==> config.mk <==
export PLATFORM = sky130hd
export DESIGN_NAME = mem_arbiter
export DESIGN_NICKNAME = d
export VERILOG_FILES = /design/src/rtl/mem_arbiter.sv
export SDC_FILE = /design/constraint.sdc
export NUM_CORES = 1
export LEC_CHECK = 0
export ABC_CLOCK_PERIOD_IN_PS = 1400
export CAP_MARGIN = 20
export CORE_AREA = 3 3 117 119
export CTS_CLUSTER_SIZE = 14
export DETAILED_ROUTE_END_ITERATION = 8
export DIE_AREA = 0 0 120 122
export DONT_BUFFER_PORTS = 1
export MAX_ROUTING_LAYER = met4
export PLACE_DENSITY = 0.39
export RECOVER_POWER = 100
export SETUP_SLACK_MARGIN = 0.15
export SKIP_LAST_GASP = 1
export SYNTH_ARGS = -nofsm -noshare
export SYNTH_HDL_FRONTEND = slang
export SYNTH_SLANG_ARGS = --single-unit
==> constraint.sdc <==
create_clock -name clock -period 1.4 [get_ports clock]
set_input_delay 0.28 -clock clock [delete_from_list [all_inputs] [get_ports clock]]
set_output_delay 0.28 -clock clock [all_outputs]
set_load 0.02 [all_outputs]
==> src/rtl/mem_arbiter.sv <==
// rtl/mem_arbiter.sv - two-requester round-robin arbiter onto a single memory port
// One transaction in flight at a time; the payload is passed through, never latched.
module mem_arbiter #(
  parameter int ADDR_WIDTH = 32,
  parameter int DATA_WIDTH = 32
) (
  input  logic                  clock,
  input  logic                  clear_n,

  input  logic                  r0_valid,
  input  logic [ADDR_WIDTH-1:0] r0_address,
  input  logic                  r0_write,
  input  logic [DATA_WIDTH-1:0] r0_write_data,
  output logic                  r0_ready,
  output logic                  r0_ack_valid,
  output logic                  r0_ack_error,
  output logic [DATA_WIDTH-1:0] r0_ack_read_data,
  input  logic                  r0_ack_ready,

  input  logic                  r1_valid,
  input  logic [ADDR_WIDTH-1:0] r1_address,
  input  logic                  r1_write,
  input  logic [DATA_WIDTH-1:0] r1_write_data,
  output logic                  r1_ready,
  output logic                  r1_ack_valid,
  output logic                  r1_ack_error,
  output logic [DATA_WIDTH-1:0] r1_ack_read_data,
  input  logic                  r1_ack_ready,

  output logic                  mem_valid,
  output logic [ADDR_WIDTH-1:0] mem_address,
  output logic                  mem_write,
  output logic [DATA_WIDTH-1:0] mem_write_data,
  input  logic                  mem_ready,
  input  logic                  mem_ack_valid,
  input  logic                  mem_ack_error,
  input  logic [DATA_WIDTH-1:0] mem_ack_read_data,
  output logic                  mem_ack_ready
);

  typedef enum logic [1:0] {
    IDLE     = 2'd0,
    ISSUE    = 2'd1,
    WAIT_ACK = 2'd2
  } state_t;

  state_t state_q, state_d;
  logic   grant_q, grant_d;
  logic   ptr_q, ptr_d;

  logic                  sel_valid;
  logic [ADDR_WIDTH-1:0] sel_address;
  logic                  sel_write;
  logic [DATA_WIDTH-1:0] sel_write_data;
  logic                  sel_ack_ready;
  logic                  in_issue;
  logic                  in_wait;

  // The granted requester's signals, muxed once and reused below.
  assign sel_valid      = grant_q ? r1_valid      : r0_valid;
  assign sel_address    = grant_q ? r1_address    : r0_address;
  assign sel_write      = grant_q ? r1_write      : r0_write;
  assign sel_write_data = grant_q ? r1_write_data : r0_write_data;
  assign sel_ack_ready  = grant_q ? r1_ack_ready  : r0_ack_ready;

  assign in_issue = (state_q == ISSUE);
  assign in_wait  = (state_q == WAIT_ACK);

  always_comb begin
    state_d = state_q;
    grant_d = grant_q;
    ptr_d   = ptr_q;
    case (state_q)
      IDLE: begin
        if (r0_valid | r1_valid) begin
          grant_d = (r0_valid & r1_valid) ? ptr_q : r1_valid;
          state_d = ISSUE;
        end
      end
      ISSUE: begin
        if (!sel_valid) begin
          state_d = IDLE;
        end else if (mem_ready) begin
          state_d = WAIT_ACK;
        end
      end
      WAIT_ACK: begin
        // Priority only rotates once a response has actually been delivered.
        if (mem_ack_valid & sel_ack_ready) begin
          state_d = IDLE;
          ptr_d   = ~grant_q;
        end
      end
      default: state_d = IDLE;
    endcase
  end

  always_ff @(posedge clock or negedge clear_n) begin
    if (!clear_n) begin
      state_q <= IDLE;
      grant_q <= 1'b0;
      ptr_q   <= 1'b0;
    end else begin
      state_q <= state_d;
      grant_q <= grant_d;
      ptr_q   <= ptr_d;
    end
  end

  assign mem_valid      = in_issue & sel_valid;
  assign mem_address    = in_issue ? sel_address    : '0;
  assign mem_write      = in_issue & sel_write;
  assign mem_write_data = in_issue ? sel_write_data : '0;

  assign r0_ready = mem_valid & mem_ready & ~grant_q;
  assign r1_ready = mem_valid & mem_ready &  grant_q;

  // Responses arriving before WAIT_ACK see mem_ack_ready=0 and are held off.
  assign mem_ack_ready = in_wait & sel_ack_ready;
  assign r0_ack_valid  = in_wait & ~grant_q & mem_ack_valid;
  assign r1_ack_valid  = in_wait &  grant_q & mem_ack_valid;
  assign r0_ack_error  = in_wait & ~grant_q & mem_ack_error;
  assign r1_ack_error  = in_wait &  grant_q & mem_ack_error;

  assign r0_ack_read_data = mem_ack_read_data;
  assign r1_ack_read_data = mem_ack_read_data;

endmodule

==> out/results.ini, run 1 <==
[power_and_ir_drop]
p_per_area_nw_per_um2 = 2690
ir_drop_uv = 1010
leakagePower_nw = 0.795

[logic_synthesis]
synth_nets = 418
synth_top_family_by_area = buffers and inverters
synth_mux_area_frac = 0.362
synthCells = 247
synth_xor_area_frac = 0
synth_compound_area_frac = 0.0264
synth_cell_types = 21
yosys.area_share.simple = 0.189
yosysSeqAreaShare = 0.0541
synth-seq-cells = 4
syn_area_um2 = 1850
postSynthAreaPerCell_um2 = 7.49
ys.warnings.count = 0
synthAdderAreaFrac = 0

[layout]
area_growth_pct = 18.0
fin_nets = 369
final_cells = 369
layout-drive-gt1-share = 0.599
design_area_um2 = 2180
antenna_cells = 0

[cts]
clkTransAtPathRegs_ps = 30
cts.sinks = 4
clockBufferDepth = 2
cts_tree = built
insertion_delay_ps = 230
cts_buffers = 3
htree_levels = 1
cts-root-buf = clkbuf_16

[timing]
post-route-period-util = 1.19
clock_skew_ps = 3.57
rsz0062_at_grt = yes
hold_violations = 0
finalCriticalPeriod_ps = 1670
fin_setup_tns_ps = -15910
hold_ws_ps = 151
worst_slew_pin_slew_ps = 378
drv_slew = 0
finalSetupViolations = 73
maxSlewHeadroom = 0.748
fmax_mhz = 598
layout_setup_ws_ps = -271

[worst_setup_path]
slowest_delay_ps = 450
critical_path_buf_inv_count = 2
cpMostUsedCell = buf_4
critPathTopFamily = flip-flops
worstRegToRegCells = 4
worstPathCellList = buf_4 > mux2i_1 > nor2_1 > buf_4
critical_path.max_fanout = 11
cp-start-kind = flop
setup.worst_path.end_class = output port
worst_path_max_delay_cell = dfrtp_4
cp.arrival_ps = 1390
cp.required_ps = 1120
path_class = reg -> out
crit_cells = 4

[grt]
antenna_found_initial = 0
grt_usage = 0.0672
first_global_vias = 1434
grt_max_degree = 37
grt_pass1_wl_um = 7850
overflow = 0

[placed_design]
post-place-ws_ps = -70.5
placed_cells = 361
dp_hpwl_um = 4790
numPortBuffers = 0
gp_congestion = 0.678
placed_area_um2 = 1960

[drt]
drtIter0Drc = 16
drcViolationCount = 0
routed-via-count = 1430
viasPerCell = 3.88
drt_wl_total_um = 5620
ant_nets = 0
routedWlPerCell_um = 15.2
first_pass_iters = 4

[die]
fp.coreArea_um2 = 12700
dieWidth_um = 120
die_y_um = 122
pin_count = 308
start_util = 0.146
die_area_um2 = 14600
rows = 41

[outcome]
status = complete, but fails checks
violations = negative setup slack

[min_path]
hold_class = in -> reg
whs_path_depth = 1

[run]
cap_violations = 0

-- cell usage after synthesis --
cell	number	share of area
inv_1	1	0.0020
and2b_1	1	0.0041
nor3b_1	1	0.0041
a31oi_1	2	0.0068
nand2_1	6	0.012
nor2_1	71	0.14
a21oi_1	3	0.0081
buf_4	68	0.28
nor2b_1	2	0.0068
buf_12	6	0.065
buf_2	2	0.0054
mux2i_1	67	0.36
o22ai_1	1	0.0034
buf_6	3	0.018
nand2b_1	2	0.0068
clkbuf_1	1	0.0020
nand3b_1	1	0.0041
dfrtp_1	4	0.054
and3_1	2	0.0068
o21ai_0	1	0.0027
o21ai_1	2	0.0054
-- cell usage in the layout, fill, tap and decap left out, types with 3 or more instances in the layout --
cell	n
a21oi_1	3
buf_12	3
buf_4	19
clkbuf_16	3
mux2i_1	53
mux2i_2	12
nand2_1	5
nor2_2	32
nor2_4	37
-- registers in the layout (all words and copies together), names as in the netlist --
signal   cells
state_q      2
grant_q      1
ptr_q        1
-- power by group --
part           switching (W)  leakage, nW  internal [W]  total, W
Clock              0.0000847       0.0382      0.000376  0.000461
Sequential         0.0000821       0.0489      0.000177  0.000259
Combinational        0.00330        0.708       0.00185   0.00515
-- repair_timing --
item | in CTS | in global routing
hold buffers | 1 | 0
buffers inserted | 2 | 1
endpoints found under the hold margin | 4 | 0
resized for setup | 15 | 12
endpoints found under the setup margin | 74 | 74
pin swaps | 3 | 5
-- final timing paths --
path | from | endpoint | slack, ps
max reg2reg | grant_q | state_q[1] | 50
min | r0_valid | grant_q | 150
max | grant_q | mem_ack_ready | -270
min in group asynchronous | clear_n | grant_q | 330
max in group asynchronous | clear_n | grant_q | 870
min reg2reg | ptr_q | ptr_q | 570
-- layer usage --
metal,track usage,share of wire,vias up
met2,0.126,0.55,132
met3,0.0260,0.13,25
met4,0.0243,0.024,0
met1,0.0621,0.29,626
met5,-,0,-
li1,-,-,647
-- cells by family (layout without fill, tap and decap cells) --
kind of cell           after synthesis  in the layout
AND/OR/NAND/NOR                     86             86
buffers and inverters               81             31
multiplexers                        67             67
AO/OA/AOI/OAI                        9              9
flip-flops                           4              4
-- final cells by class --
class | instances | area, um2
Multi-Input combinational cell | 162 | 1520
Tap cell | 172 | 215
Fill cell | 1415 | 10500
Sequential cell | 4 | 105
Timing Repair Buffer | 26 | 259
Inverter | 1 | 3.75
Clock buffer | 4 | 78.8
-- metrics by stage --
stage / power, W / util
floorplan: 0.00509 / -
global placement: 0.00515 / 0.155
detailed placement: 0.00521 / 0.155
CTS: 0.00582 / 0.168
global route: 0.00625 / 0.172
finish: 0.00587 / 0.172
(Power assumes the default switching activity.)
==> inputs of run 2 (changes only) <==
- GPL_TIMING_DRIVEN: default -> 0
- TNS_END_PERCENT: default -> 1
==> out/results.ini, run 2 (synthesis results as in run 1) <==
[layout]
final_cell_mix = clkbuf_1, nor2_4, mux2i_1
final_common_cell = clkbuf_1
fill_cells = 1423
largest_reg_flops = 2
top_register = state_q
layout-drive-gt1-share = 0.446
largestRegisters = state_q: 2 flops, grant_q: 1 flops, ptr_q: 1 flops
fin_nets = 424
design_area_um2 = 2540
final_core_utilization = 0.201
antenna_cells = 0
area_growth_pct = 37.5

[worst_setup_path]
worstPathCellList = buf_6 > buf_12 > buf_12 > mux2i_4 > nor2_4
cp.arrival_ps = 1410
slowest_delay_ps = 360
critical_path_buf_inv_count = 3
path_class = reg -> out
worst_path_max_delay_cell = dfrtp_1
cp-start-kind = flop
cp.required_ps = 1120
critPathTopFamily = buffers and inverters
setup.worst_path.end_class = output port
critical_path.max_fanout = 10
cpMostUsedCell = buf_12

[cts]
insertion_delay_ps = 220
post-cts-setup-buffers = 0
htree_levels = 1
clockBufferDepth = 2
cts_tree = built
cts.sinks = 4
cts_buffers = 3
cts-root-buf = clkbuf_16
clkTransAtPathRegs_ps = 30

[die]
rows = 41
fp.coreArea_um2 = 12700
die_area_um2 = 14600
pin_count = 308
die_y_um = 122
dieWidth_um = 120
start_util = 0.146

[grt]
grt_usage = 0.0834
grt_pass1_wl_um = 9480
overflow = 0
grt_max_degree = 11
first_global_vias = 1732
antenna_found_initial = 0

[drt]
viasPerCell = 4.08
drt_wl_total_um = 7180
routed-via-count = 1727
routedWlPerCell_um = 17.0
first_pass_iters = 4
drcViolationCount = 0
drtIter0Drc = 18
ant_nets = 0

[timing]
drv_slew = 0
finalSetupViolations = 73
finalCriticalPeriod_ps = 1690
post-route-period-util = 1.21
hold_violations = 0
worst_slew_pin_slew_ps = 424
rsz0062_at_grt = yes
clock_skew_ps = 2.25
fmax_mhz = 592
fin_setup_tns_ps = -17940
maxSlewHeadroom = 0.717
layout_setup_ws_ps = -290
hold_ws_ps = 177

[power_and_ir_drop]
switching_power_w = 0.00385
clockPowerShare = 0.066
power_frac_seq = 0.034
leakagePower_nw = 0.824
ir_drop_uv = 1080
p_per_area_nw_per_um2 = 2590
swShare = 0.585
pwr-share-comb = 0.900
internal_power_w = 0.00273

[outcome]
violations = negative setup slack
status = complete, but fails checks

[placed_design]
gp_congestion = 0.712
dp_hpwl_um = 6210
placed_area_um2 = 2370
numPortBuffers = 0
post-place-ws_ps = -135

[run]
cap_violations = 0

[min_path]
hold_class = in -> reg

-- run 2: per-stage QoR --
| step | total power [W] | cells |
|---|---|---|
| 6_report | 0.00658 | 423 |
| 5_1_grt | 0.00697 | 423 |
| 4_1_cts | 0.00655 | 423 |
| 3_5_place_dp | 0.00551 | 419 |
| 3_3_place_gp | 0.00548 | 419 |
| 2_1_floorplan | 0.00491 | 247 |
-- run 2: power groups by stage --
| stage | sequential, W | combinational [W] | clock (W) |
|---|---|---|---|
| after floorplan | 0.000202 | 0.00471 | 0 |
| after global placement | 0.000217 | 0.00526 | 0 |
| after detailed placement | 0.000217 | 0.00530 | 0 |
| after CTS | 0.000226 | 0.00588 | 0.000446 |
| after global routing | 0.000236 | 0.00627 | 0.000457 |
| final | 0.000226 | 0.00592 | 0.000434 |
-- run 2: layer usage --
layer	vias up	wire, um	track usage	share of wire
met3	0	853	0.0218	0.12
met5	-	0	-	0
met1	797	2330	0.0855	0.32
li1	759	-	-	-
met4	0	0	0.00215	0
met2	171	4000	0.167	0.56
-- run 2: path summary, 6_finish.rpt --
check                                 from         endpoint  slack [ps]  cells past startpoint
max in group asynchronous          clear_n            ptr_q         890                      1
worst max register to register     grant_q       state_q[1]         280                      4
min in group asynchronous          clear_n          grant_q         340                      1
worst min register to register  state_q[1]       state_q[0]         520                      1
worst max-delay path               grant_q  mem_address[30]        -290                      5
worst min-delay path              r0_valid          grant_q         180                      1
-- run 2: layout make-up --
class | count | area [um2] | area share
inverter | 1 | 3.75 | 0.00148
multi-input combinational | 162 | 1680 | 0.662
clock buffer | 3 | 75.1 | 0.0295
buffer | 80 | 457 | 0.180
tap | 172 | 215 | 0.0846
sequential | 4 | 100 | 0.0394
timing repair buffer | 1 | 10.0 | 0.00394
-- run 2: what timing repair did --
| action | 4_1_cts | 5_1_grt |
|---|---|---|
| hold buffers | 1 | 0 |
| hold endpoints to repair | 4 | 0 |
| resized for setup | 52 | 16 |
| pin swaps | 4 | 10 |
| endpoints found under the setup margin | 73 | 73 |
==> inputs of run 3 (changes only) <==
- ABC_CLOCK_PERIOD_IN_PS: 1400 -> 2200
- clock period: 1.4 -> 2.2 ns (I/O delays scaled with it)
==> out/results.ini, run 3 (synthesis results as in run 1) <==
[die]
dieWidth_um = 120
die_y_um = 122
die_area_um2 = 14600
fp.coreArea_um2 = 12700
pin_count = 308
rows = 41
start_util = 0.146

[timing]
fmax_mhz = 485
worst_slew_pin_slew_ps = 658
hold_violations = 0
fin_setup_tns_ps = 0
rsz0062_at_grt = yes
drv_slew = 0
finalSetupViolations = 0
clock_skew_ps = 0.875
finalCriticalPeriod_ps = 2060
post-route-period-util = 0.938
layout_setup_ws_ps = 136
hold_ws_ps = 330
maxSlewHeadroom = 0.560

[grt]
overflow = 0
grt_usage = 0.0656
antenna_found_initial = 0
first_global_vias = 1573
grt_max_degree = 11
grt_pass1_wl_um = 7780

[drt]
first_pass_iters = 4
drcViolationCount = 0
drtIter0Drc = 37
top_layer = met3
drt_wl_total_um = 5960
dr_wl_met2_um = 3320
viasPerCell = 3.90
routedWlPerCell_um = 14.1
ant_nets = 0
routed-via-count = 1650
wl_met3_um = 719
wl_met1_um = 1910

[worst_setup_path]
cp.required_ps = 1760
critical_path.max_fanout = 10
cp-start-kind = flop
setup.worst_path.end_class = output port
path_class = reg -> out
cp.arrival_ps = 1620

[layout]
final_cell_mix = mux2i_1, clkbuf_1, nor2_1
final_cells = 423
antenna_cells = 0
largestRegisters = state_q: 2 flops, grant_q: 1 flops, ptr_q: 1 flops
area_growth_pct = 4.12
top_register = state_q
final_common_cell = mux2i_1
fin_nets = 424
layout-drive-gt1-share = 0.0956
largest_reg_flops = 2

[power_and_ir_drop]
p_per_area_nw_per_um2 = 1630
leakagePower_nw = 0.814
switching_power_w = 0.00190
pwr-share-comb = 0.869
internal_power_w = 0.00125
power_frac_seq = 0.044
swShare = 0.604
clockPowerShare = 0.088
ir_drop_uv = 456

[placed_design]
dp_hpwl_um = 5230
post-place-ws_ps = 308
numPortBuffers = 0
placed_cells = 419
gp_congestion = 0.703

[cts]
insertion_delay_ps = 220
clockBufferDepth = 2
clkTransAtPathRegs_ps = 30
cts_tree = built
htree_levels = 1
cts.sinks = 4
cts-root-buf = clkbuf_16
cts_buffers = 3

[outcome]
status = finished, final reports clean

[run]
cap_violations = 0

[min_path]
hold_class = in -> reg

run 3: cell count changes in the layout (fill, tap and decap cells not counted), moves of 2 or more:
cell	previous run	this run
mux2i_1	29	67
buf_6	5	3
nor2_4	46	0
buf_4	1	3
buf_2	2	0
mux2i_2	27	0
nor2_1	18	64
mux2i_4	11	0
clkbuf_1	64	66
run 3: power by group through the flow:
stage	clock network, W	logic, W	registers (W)
after floorplan	0	0.00246	0.000129
after global placement	0	0.00278	0.000137
after detailed placement	0	0.00280	0.000138
after CTS	0.000281	0.00281	0.000138
after global routing	0.000289	0.00293	0.000146
final	0.000276	0.00273	0.000138
run 3: metal layers:
metal / GRT usage / vias to the layer above
met5: - / -
met4: 0.00429 / 0
met3: 0.0107 / 0
met2: 0.136 / 169
met1: 0.0669 / 724
li1: - / 757
run 3: path summary, 6_finish.rpt:
check	startpoint	end	slack [ps]	cells past startpoint
setup / recovery	state_q[1]	mem_address[26]	140	4
hold / removal	r0_valid	grant_q	330	1
setup reg to reg	grant_q	grant_q	980	4
hold reg to reg	state_q[1]	state_q[0]	530	1
max in group asynchronous	clear_n	state_q[1]	1510	1
min in group asynchronous	clear_n	ptr_q	510	1
run 3: critical path: stages (launching register included):
cell      delay, ps
dfrtp_1         420
nand2b_1        250
buf_6           200
buf_4           190
nor2_1          340
run 3: repair_timing:
action,CTS,global route
endpoints found under the hold margin,4,0
setup endpoints to repair,31,50
hold buffers,1,0
gates resized for setup,1,13
setup buffers,0,0
run 3: area by class of cell:
type / count / area (um2)
fill: 1503 / 10700
multi-input combinational: 162 / 1090
buffer: 80 / 437
tap: 172 / 215
sequential: 4 / 100
clock buffer: 3 / 75.1
timing repair buffer: 1 / 10.0
inverter: 1 / 3.75
run 3: per-stage QoR:
| step | instance area (um2) | util | power, W |
|---|---|---|---|
| 2_1_floorplan | 1850 | - | 0.00259 |
| 3_3_place_gp | 2070 | 0.163 | 0.00291 |
| 3_5_place_dp | 2070 | 0.163 | 0.00293 |
| 4_1_cts | 2150 | 0.170 | 0.00323 |
| 5_1_grt | 1930 | 0.152 | 0.00336 |
| 6_report | 1930 | 0.152 | 0.00315 |
